## config.mk

```make
export PLATFORM = sky130hd
export DESIGN_NAME = piano_voice_ctrl
export DESIGN_NICKNAME = d
export VERILOG_FILES = /design/src/rtl/piano_pkg.sv /design/src/rtl/piano_prio_enc.sv /design/src/rtl/piano_voice_ctrl.sv
export SDC_FILE = /design/constraint.sdc
export NUM_CORES = 1
export LEC_CHECK = 0
export BUFFER_PORTS_ARGS = -buffer_cell sky130_fd_sc_hd__buf_4
export CAP_MARGIN = 15
export CORE_ASPECT_RATIO = 0.6
export CORE_MARGIN = 2
export CORE_UTILIZATION = 35
export DETAILED_ROUTE_END_ITERATION = 10
export PLACE_DENSITY_LB_ADDON = 0.25
export SKIP_CTS_REPAIR_TIMING = 1
export SYNTH_ARGS = -nofsm -noshare
export SYNTH_HDL_FRONTEND = slang
export SYNTH_SLANG_ARGS = --single-unit
```

## constraint.sdc

```tcl
create_clock -name clk -period 2.36 [get_ports clk]
set_input_delay 0.708 -clock clk [delete_from_list [all_inputs] [get_ports clk]]
set_output_delay 0.708 -clock clk [all_outputs]
set_load 0.02 [all_outputs]
```

## src/rtl/piano_pkg.sv

```systemverilog
// Shared constants, FSM state type and note divider table for the piano voice controller.
package piano_pkg;
    localparam int NUM_KEYS  = 8;
    localparam int KEY_W     = $clog2(NUM_KEYS);
    localparam int DIV_TBL_W = 18;

    typedef enum logic [1:0] {IDLE, FIND, REQ} state_t;

    // Half-period dividers for a 50 MHz clock, C4 .. C5.
    localparam logic [DIV_TBL_W-1:0] DIV_TABLE [NUM_KEYS] = '{
        18'd95555, 18'd85132, 18'd75843, 18'd71586,
        18'd63776, 18'd56818, 18'd50619, 18'd47778
    };
endpackage

```

## src/rtl/piano_prio_enc.sv

```systemverilog
// Lowest-set-bit priority encoder with a found flag.
module piano_prio_enc #(
    parameter int W  = 8,
    parameter int IW = (W > 1) ? $clog2(W) : 1
) (
    input  logic [W-1:0]  req,
    output logic [IW-1:0] idx,
    output logic          found
);
    always_comb begin
        idx   = '0;
        found = 1'b0;
        // Scan high to low so the lowest set bit wins.
        for (int i = W - 1; i >= 0; i--) begin
            if (req[i]) begin
                idx   = IW'(i);
                found = 1'b1;
            end
        end
    end
endmodule

```

## src/rtl/piano_voice_ctrl.sv

```systemverilog
// Voice allocator: maps key press/release events onto a bank of shared tone
// generators, one req/ack configuration transaction per event.
module piano_voice_ctrl #(
    parameter int NUM_KEYS   = piano_pkg::NUM_KEYS,
    parameter int NUM_VOICES = 4,
    parameter int DIV_W      = piano_pkg::DIV_TBL_W
) (
    input  logic                          clk,
    input  logic                          rst,
    input  logic [NUM_KEYS-1:0]           keys,
    output logic                          voice_req,
    output logic [$clog2(NUM_VOICES)-1:0] voice_idx,
    output logic [DIV_W-1:0]              voice_div,
    output logic                          voice_gate,
    input  logic                          voice_ack,
    output logic [NUM_VOICES-1:0]         active_mask,
    output logic                          busy,
    output logic                          dropped
);
    import piano_pkg::*;

    localparam int KW = $clog2(NUM_KEYS);
    localparam int VW = $clog2(NUM_VOICES);

    state_t                         state;
    logic [NUM_KEYS-1:0]            keys_q;
    logic [NUM_KEYS-1:0]            held;
    logic [NUM_KEYS-1:0]            pending;
    logic [NUM_VOICES-1:0]          v_valid;
    logic [NUM_VOICES-1:0][KW-1:0]  v_owner;
    logic [KW-1:0]                  k;
    logic                           ev;

    logic [KW-1:0]                  pend_idx;
    logic                           pend_found;
    logic [VW-1:0]                  free_idx;
    logic                           free_found;
    logic [VW-1:0]                  rel_idx;
    logic                           rel_found;

    assign pending     = keys_q ^ held;
    assign active_mask = v_valid;

    piano_prio_enc #(.W(NUM_KEYS), .IW(KW)) u_pend_enc (
        .req   (pending),
        .idx   (pend_idx),
        .found (pend_found)
    );

    piano_prio_enc #(.W(NUM_VOICES), .IW(VW)) u_free_enc (
        .req   (~v_valid),
        .idx   (free_idx),
        .found (free_found)
    );

    // A key owns at most one voice, so any match is the match.
    always_comb begin
        rel_idx   = '0;
        rel_found = 1'b0;
        for (int v = 0; v < NUM_VOICES; v++) begin
            if (v_valid[v] && v_owner[v] == k) begin
                rel_idx   = VW'(v);
                rel_found = 1'b1;
            end
        end
    end

    always_ff @(posedge clk) begin
        if (rst) begin
            state      <= IDLE;
            keys_q     <= '0;
            held       <= '0;
            v_valid    <= '0;
            v_owner    <= '0;
            k          <= '0;
            ev         <= 1'b0;
            voice_req  <= 1'b0;
            voice_idx  <= '0;
            voice_div  <= '0;
            voice_gate <= 1'b0;
            busy       <= 1'b0;
            dropped    <= 1'b0;
        end else begin
            keys_q  <= keys;
            dropped <= 1'b0;
            case (state)
                IDLE: begin
                    if (pend_found) begin
                        k     <= pend_idx;
                        ev    <= keys_q[pend_idx];
                        state <= FIND;
                        busy  <= 1'b1;
                    end
                end
                FIND: begin
                    if (ev) begin
                        if (free_found) begin
                            voice_idx  <= free_idx;
                            voice_div  <= DIV_W'(DIV_TABLE[k]);
                            voice_gate <= 1'b1;
                            voice_req  <= 1'b1;
                            state      <= REQ;
                        end else begin
                            // No voice left: accept the key so it is not retried.
                            dropped <= 1'b1;
                            held[k] <= 1'b1;
                            state   <= IDLE;
                            busy    <= 1'b0;
                        end
                    end else begin
                        if (rel_found) begin
                            voice_idx  <= rel_idx;
                            voice_div  <= '0;
                            voice_gate <= 1'b0;
                            voice_req  <= 1'b1;
                            state      <= REQ;
                        end else begin
                            held[k] <= 1'b0;
                            state   <= IDLE;
                            busy    <= 1'b0;
                        end
                    end
                end
                REQ: begin
                    if (voice_ack) begin
                        held[k]            <= voice_gate;
                        v_valid[voice_idx] <= voice_gate;
                        if (voice_gate)
                            v_owner[voice_idx] <= k;
                        voice_req <= 1'b0;
                        state     <= IDLE;
                        busy      <= 1'b0;
                    end
                end
                default: begin
                    state <= IDLE;
                    busy  <= 1'b0;
                end
            endcase
        end
    end
endmodule
```

Word-level counts from Yosys, hierarchy flattened
Memory sizes are Yosys's and may differ from the RTL's.
Index checks and enable logic that the tools add are counted.
Word-level totals
  register bits after elaboration: 62
  bits in read-only memories: 144
  bits of input ports: 11
  output and inout bits: 28
  word-level logic and storage cells: 136
  memories: 1
Memory list
  (no name shown): depth 8, width 18, read ports 1, clocked after memory_dff 0, wr ports 0, RTL line piano_voice_ctrl.sv:99  | voice_div <= DIV_W'(DIV_TABLE[k]);
Cells by class
  $lt $le $gt $ge: 6
  eq/ne operators: 13
  multiplexer cells: 74
  bitwise logic cells: 8
  reduce and logical (&&, ||, !) cells: 18
Operators by type and width (count)
  18-bit 2-to-1 mux: 5
  8-bit 2-to-1 mux: 4
  1-bit 2-to-1 mux: 31
  2-bit 2-to-1 mux: 14
  3-bit 2-to-1 mux: 9
  8-bit case mux with 2 select lines: 1
  12-bit bitwise mux: 1
  3-bit == test: 4
  3-bit inequality test, second input constant: 4
  4-bit AND reduction: 3
  8-bit bitwise AND: 1
  8-bit bitwise mux: 1
  3-bit by 4-bit less-than comparator with 1-bit output, second input constant: 2
  8-bit NOT: 1
  8-bit OR: 1
  8-bit XOR: 1
  3-bit demux with 2-bit select: 1
  1-bit logical AND: 6
  2-bit case mux with 3 select lines: 1
  2-bit AND reduction: 3
  3-bit AND reduction: 2
  4-bit bitwise mux: 1
  4-bit greater-or-equal comparator, second input constant: 1
  2-bit inequality test, second input constant: 2
  17 further kinds: 19

Longest topological paths before layout
Gate-level depths: netlist (run 1).
  word-level depth: 11
  mapped depth: 8
  depth with buffers taken out: 7

Cells and area by module
Synthesis (run 1) repeated with hierarchy kept, for this count alone.
Unflattened totals
  cell total of the unflattened synthesis: 305
  area, all modules: 2801.4 um^2
Modules (own cells, without submodules)
  piano_voice_ctrl: times used 1, cells an instance 285, area an instance 2686.3 um^2, sequential area each 1221.2 um^2
  piano_prio_enc (u_pend_enc): times used 1, cells an instance 13, area an instance 80.1 um^2, sequential area each 0.0 um^2
  piano_prio_enc (u_free_enc): times used 1, cells an instance 7, area an instance 35.0 um^2, sequential area each 0.0 um^2

Worst setup path after synthesis (run 1)
OpenSTA, ideal clock, no wires.
  path type: register to register
  from: reg k[0]
  to: reg with a tool-made name
  setup time: 123 ps
  arrival time: 1820 ps
  slack: 417 ps
  cell stages (with the launch flop): 7
  cell sequence: dfxtp_1 buf_4 xnor2_1 and4_4 o41a_1 nor3_1 mux2_1
RTL lines
  start: declaration: RTL line piano_voice_ctrl.sv:31  | logic [KW-1:0] k;
  start signal: assignment: RTL line piano_voice_ctrl.sv:89  | k <= pend_idx;

==> metrics.txt, run 1 <==
status=complete, no violations; Mapped Avg Cell Area=8.47 um^2; gr usage total=17.3%; synthesis-stage register bit count=61; number of synthesized flops with an enable pin=0; Worst Hold Class=reg -> reg; Clock Latency Late Sink=0.33 ns; cell count after placement=510; R2R setup slack=0.16 ns; IO Pins=39; yosys warns=0; number of routed nets with antenna violations=0; Setup crit start kind=register; Synth async-reset ratio=0%; core area=8620 um^2; layout cells sized above 1=18.1%; Main synth FF type=dfxtp_1; Die Wd=127 um; period utilization=93.3%; MaxCap Viol Count=0; count leader, synth=dfxtp_1; Worst Min Path Start=busy$_SDFFE_PP0P_; multi-input logic area=1780 um^2; cell taking the most area after synthesis=dfxtp_1; Tmin final=2.20 ns; CTS tree=built; sequential fraction of the synthesis area=38.7%; Rows=26; Yosys top cell area share=38.7%; Finish-stage setup viols=0; worst r2r src=k[2]$_SDFFE_PP0P_; CTS sink cnt=61; Post-Syn Area=3150 um^2; Layout fillers=836; Synth top cells by count=dfxtp_1, nor2_1, a21oi_1; CP Capture Type=register; Cell Count, Final, Fillers Out=526; fin nets=426; initial cell density of the core=36.6%; Inserted Diodes=0; largest net degree at the start of global routing=40; Mapped Cells=372; wire per inst=15.1 um; H-Tree Depth=3; via count=2778; final WL=7.93 mm; area delta synth->final=23.9%; DIE HEIGHT=77.5 um; worst setup margin=0.159 ns; CP startpoint=k[2]$_SDFFE_PP0P_; grt ovf=0; CTS root buf=clkbuf_16; r2r worst-path depth=5; CTS buffer count=9; WP data arrival=2.41 ns; area of the die=9810 um^2; DP Worst Slack=0.186 ns; clock slew at reported path FFs=0.05 ns; Crit Path Class=reg -> reg; Slew Viols, Final=0; I/O Buffers=37; DRC=0; Syn Nets=389; Sum Neg Setup Slack=0 ns; Crit Path Max Fanout=10; Hold Vio Cnt, Final=0; routability cong.=0.914; HPWL Detailed=5.75 mm; RSZ-0062 raised after global routing=no; slew of the pin with the lowest slew margin=0.798 ns; CTS Buffer Depth=2; normalized max-slew margin=46.3%; Netlist cell types=52; 1st-iter DRT viols=218; first-pass GRT wire length=13.3 mm; Initial DRT Pass Iterations=5; largest cells by area after synthesis=dfxtp_1, a21oi_1, nor2b_1; Critical Path RT=2.57 ns; Vias/cell=5.28; Cell Pwr Density=812 nW/um^2; initial antenna violation count=0; P_leak=1.54 nW; Reg area=1220 um^2; Peak VDD IR=0.332 mV; FMAX=0.454 GHz; vias in the first global route=2584; clock skew=0.00772 ns
## per-stage QoR
stage	hold WS, ns	instance area, um^2	power, mW	utilization [%]
floorplan	0.450	3150	1.52	-
global placement	0.459	3560	1.68	41.3
detailed placement	0.466	3560	1.68	41.3
CTS	0.474	3910	3.20	45.3
global route	0.489	3910	3.32	45.3
finish	0.469	3910	3.17	45.3
## power breakdown
group / internal [mW] / switching, mW / leakage, nW
clock: 1.06 / 0.454 / 0.167
sequential: 1.08 / 0.0736 / 0.496
combinational: 0.205 / 0.296 / 0.880
## cells in the final DEF (no fill, tap or decap), types with 7 or more instances in the layout
cell	instances
dfxtp_1	61
mux2_1	8
inv_1	9
o21ai_0	15
nor2_1	34
nand2_1	25
xnor2_1	14
nor3_1	15
a21oi_1	33
nand3_1	18
mux2i_1	9
nor2b_1	21
a31oi_1	7
xor2_1	11
clkbuf_16	9
buf_4	52
nand4_1	10
## per-layer routing
layer	up-vias	GRT usage [%]	wire (um)
li1	1403	-	-
met2	89	22.8	3030
met1	1279	25.9	4220
met5	-	0	0
met3	7	5.38	603
met4	0	6.48	79
## cell families after synthesis
logic type	synth area share, %
simple gates	24.3
compound gates	17.0
flops	38.7
buf+inv	4.80
xor+xnor	6.95
mux	5.72
fa+ha+maj	2.38
other cells	0.119
## layout make-up
type                            count  area share (%)
Clock inverter                      4            2.43
Inverter                            9           0.865
Clock buffer                       12            6.31
Multi-Input combinational cell    276            45.5
Sequential cell                    61            31.3
Timing Repair Buffer               52            9.99
Tap cell                          112            3.59
## critical path, cell delays in order, from the launching register on
cell and delay [ns]:
dfxtp_1 0.58, xnor2_1 0.16, and4_4 0.21, o41a_1 0.51, nor3_1 0.26, mux2_1 0.36
## worst min-delay path by stage
stage                                     end  slack, ns  depth (start not counted)
floorplan             v_owner[0]$_SDFFE_PP0P_       0.45                          2
CTS                   v_owner[1]$_SDFFE_PP0P_       0.47                          2
global route        voice_div[0]$_SDFFE_PP0P_       0.49                          2
finish                      busy$_SDFFE_PP0P_       0.47                          2
global placement    voice_div[9]$_SDFFE_PP0P_       0.46                          2
detailed placement  voice_div[6]$_SDFFE_PP0P_       0.47                          2
Power figures use the tool's default switching activity.
==> run 2, diff against run 1 <==
Settings changed: REMOVE_ABC_BUFFERS from default to 1.
==> run 2 against run 1 <==
Against the previous run:
- worst setup slack worse by 0.0092 ns
- global-route usage up 0.52 points
- die area unchanged
- sequential power about the same
- critical path type unchanged
- highest routed layer unchanged
==> metrics.txt, run 2 (same netlist as run 1, synthesis figures left out) <==
Finish-stage setup viols=0 (unchanged); number of routed nets with antenna violations=0 (unchanged); Critical Path RT=2.58 ns (about the same); most frequent cells in the layout=dfxtp_1, buf_4, nor2_1, a21oi_1, nand2_1; CTS buffer count=9 (unchanged); RSZ-0062 raised after global routing=no; multi-input logic area=1780 um^2 (unchanged); period utilization=93.6% (+0.39 points); CP Capture Type=register; Die Wd=127 um (unchanged); vias in the first global route=2586 (+0.077%); r2r worst-path depth=5 (unchanged); layout cells sized above 1=17.3% (-0.80 points); CTS tree=built; core area=8620 um^2 (unchanged); Inserted Diodes=0 (unchanged); P_leak=1.51 nW (-2.1%); hold depth=2 (unchanged); H-Tree Depth=3 (unchanged); HPWL Detailed=5.76 mm (+0.26%); Max stage delay on crit path=0.59 ns (about the same); gr usage total=17.8% (+0.52 points); DRC=0 (unchanged); Cell Pwr Density=789 nW/um^2 (-2.8%); Crit Path Max Fanout=9 (-1); WP data arrival=2.43 ns (+0.02 ns); via count=2810 (+1.2%); largest net degree at the start of global routing=35 (-13%); Worst Hold Class=reg -> reg; Tmin final=2.21 ns (+0.00925 ns); clock skew=0.00445 ns (-0.00327 ns); Peak VDD IR=0.366 mV (+10%); Layout fillers=863 (+3.2%); CTS root buf=clkbuf_16; 1st-iter DRT viols=250 (+15%); Setup crit start kind=register; area of the die=9810 um^2 (unchanged); DIE HEIGHT=77.5 um (unchanged); clock slew at reported path FFs=0.05 ns (about the same); Sum Neg Setup Slack=0 ns (unchanged); CTS Buffer Depth=2 (unchanged); initial antenna violation count=0 (unchanged); first-pass GRT wire length=13.7 mm (+3.1%); I/O Buffers=37 (unchanged); commonest non-fill, non-tap cell in the layout=dfxtp_1; Crit Path Class=reg -> reg; status=complete, no violations; CTS sink cnt=61 (unchanged); Power Total=3.03 mW (-4.4%); hold slack=0.465 ns (-0.00329 ns); Rows=26 (unchanged); slew of the pin with the lowest slew margin=0.747 ns (-0.0506 ns); slowest stage cell, crit path=dfxtp_1; grt ovf=0 (unchanged); routability cong.=0.897 (-1.9%); final WL=8.27 mm (+4.3%); CP cell instances=xnor2_1 -> and4_4 -> o41a_1 -> nor3_1 -> mux2_1; initial cell density of the core=36.6% (unchanged); Hold Vio Cnt, Final=0 (unchanged); fin nets=422 (-0.94%); Initial DRT Pass Iterations=4 (-1); normalized max-slew margin=49.7% (+3.4 points); Reg area=1220 um^2 (unchanged); Vias/cell=5.38 (+1.9%); FMAX=0.452 GHz (-0.42%); wire per inst=15.8 um (+5.1%); area delta synth->final=21.9%; IO Pins=39 (unchanged); MaxCap Viol Count=0 (unchanged); Clock Latency Late Sink=0.33 ns (about the same); Slew Viols, Final=0 (unchanged)
==> run 2: changes by cell type in the layout (fill, tap and decap cells not counted), sizes merged <==
cell and delta:
clkbuf -1, bufinv -1, buf -4, clkinv +2
==> run 2: worst max-delay path: cells and delay by family, from the launching register on <==
kind                      cells  cell delay, ns
and+or+nand+nor               2            0.49
DFF                           1            0.59
muxes                         1            0.33
AOI/OAI and AO/OA             1            0.51
xor gates and xnor gates      1            0.18
==> run 2: layout make-up <==
cell class | count | area share [%]
clock buffers | 11 | 6.06
clock inverters | 5 | 1.95
inverters | 9 | 0.879
multi-input cells | 276 | 46.3
flip-flops and latches | 61 | 31.8
well taps | 112 | 3.65
repair buffers | 48 | 9.38
==> run 2: stage by stage <==
step                      worst slack (ns)  cells  area, um^2  util, %
after global placement               0.253    506        3530     41.0
after detailed placement             0.193    506        3530     41.0
after CTS                            0.166    522        3840     44.6
after floorplan                     -0.258    346        3030        -
after global routing                0.0384    522        3840     44.6
final                                0.150    522        3840     44.6
==> run 2: final timing paths <==
check,from,end,slack [ns]
worst min-delay path,voice_div[15]$_SDFFE_PP0P_,voice_div[15]$_SDFFE_PP0P_,0.47
worst max register to register,k[1]$_SDFFE_PP0P_,register,0.15
worst max-delay path,k[1]$_SDFFE_PP0P_,register,0.15
worst min register to register,voice_div[15]$_SDFFE_PP0P_,voice_div[15]$_SDFFE_PP0P_,0.47
==> run 2: where the power goes <==
group | leakage [nW] | internal, mW | switching (mW)
Clock | 0.153 | 0.918 | 0.461
Sequential | 0.496 | 1.08 | 0.0756
Combinational | 0.861 | 0.199 | 0.295
==> run 2: metal layers <==
metal	global-route usage (%)	part of all wire (%)	vias to the layer above
li1	-	-	1393
met3	6.41	7.8	2
met5	0	0	-
met4	4.95	0.23	0
met2	22.7	39	76
met1	27.4	53	1339
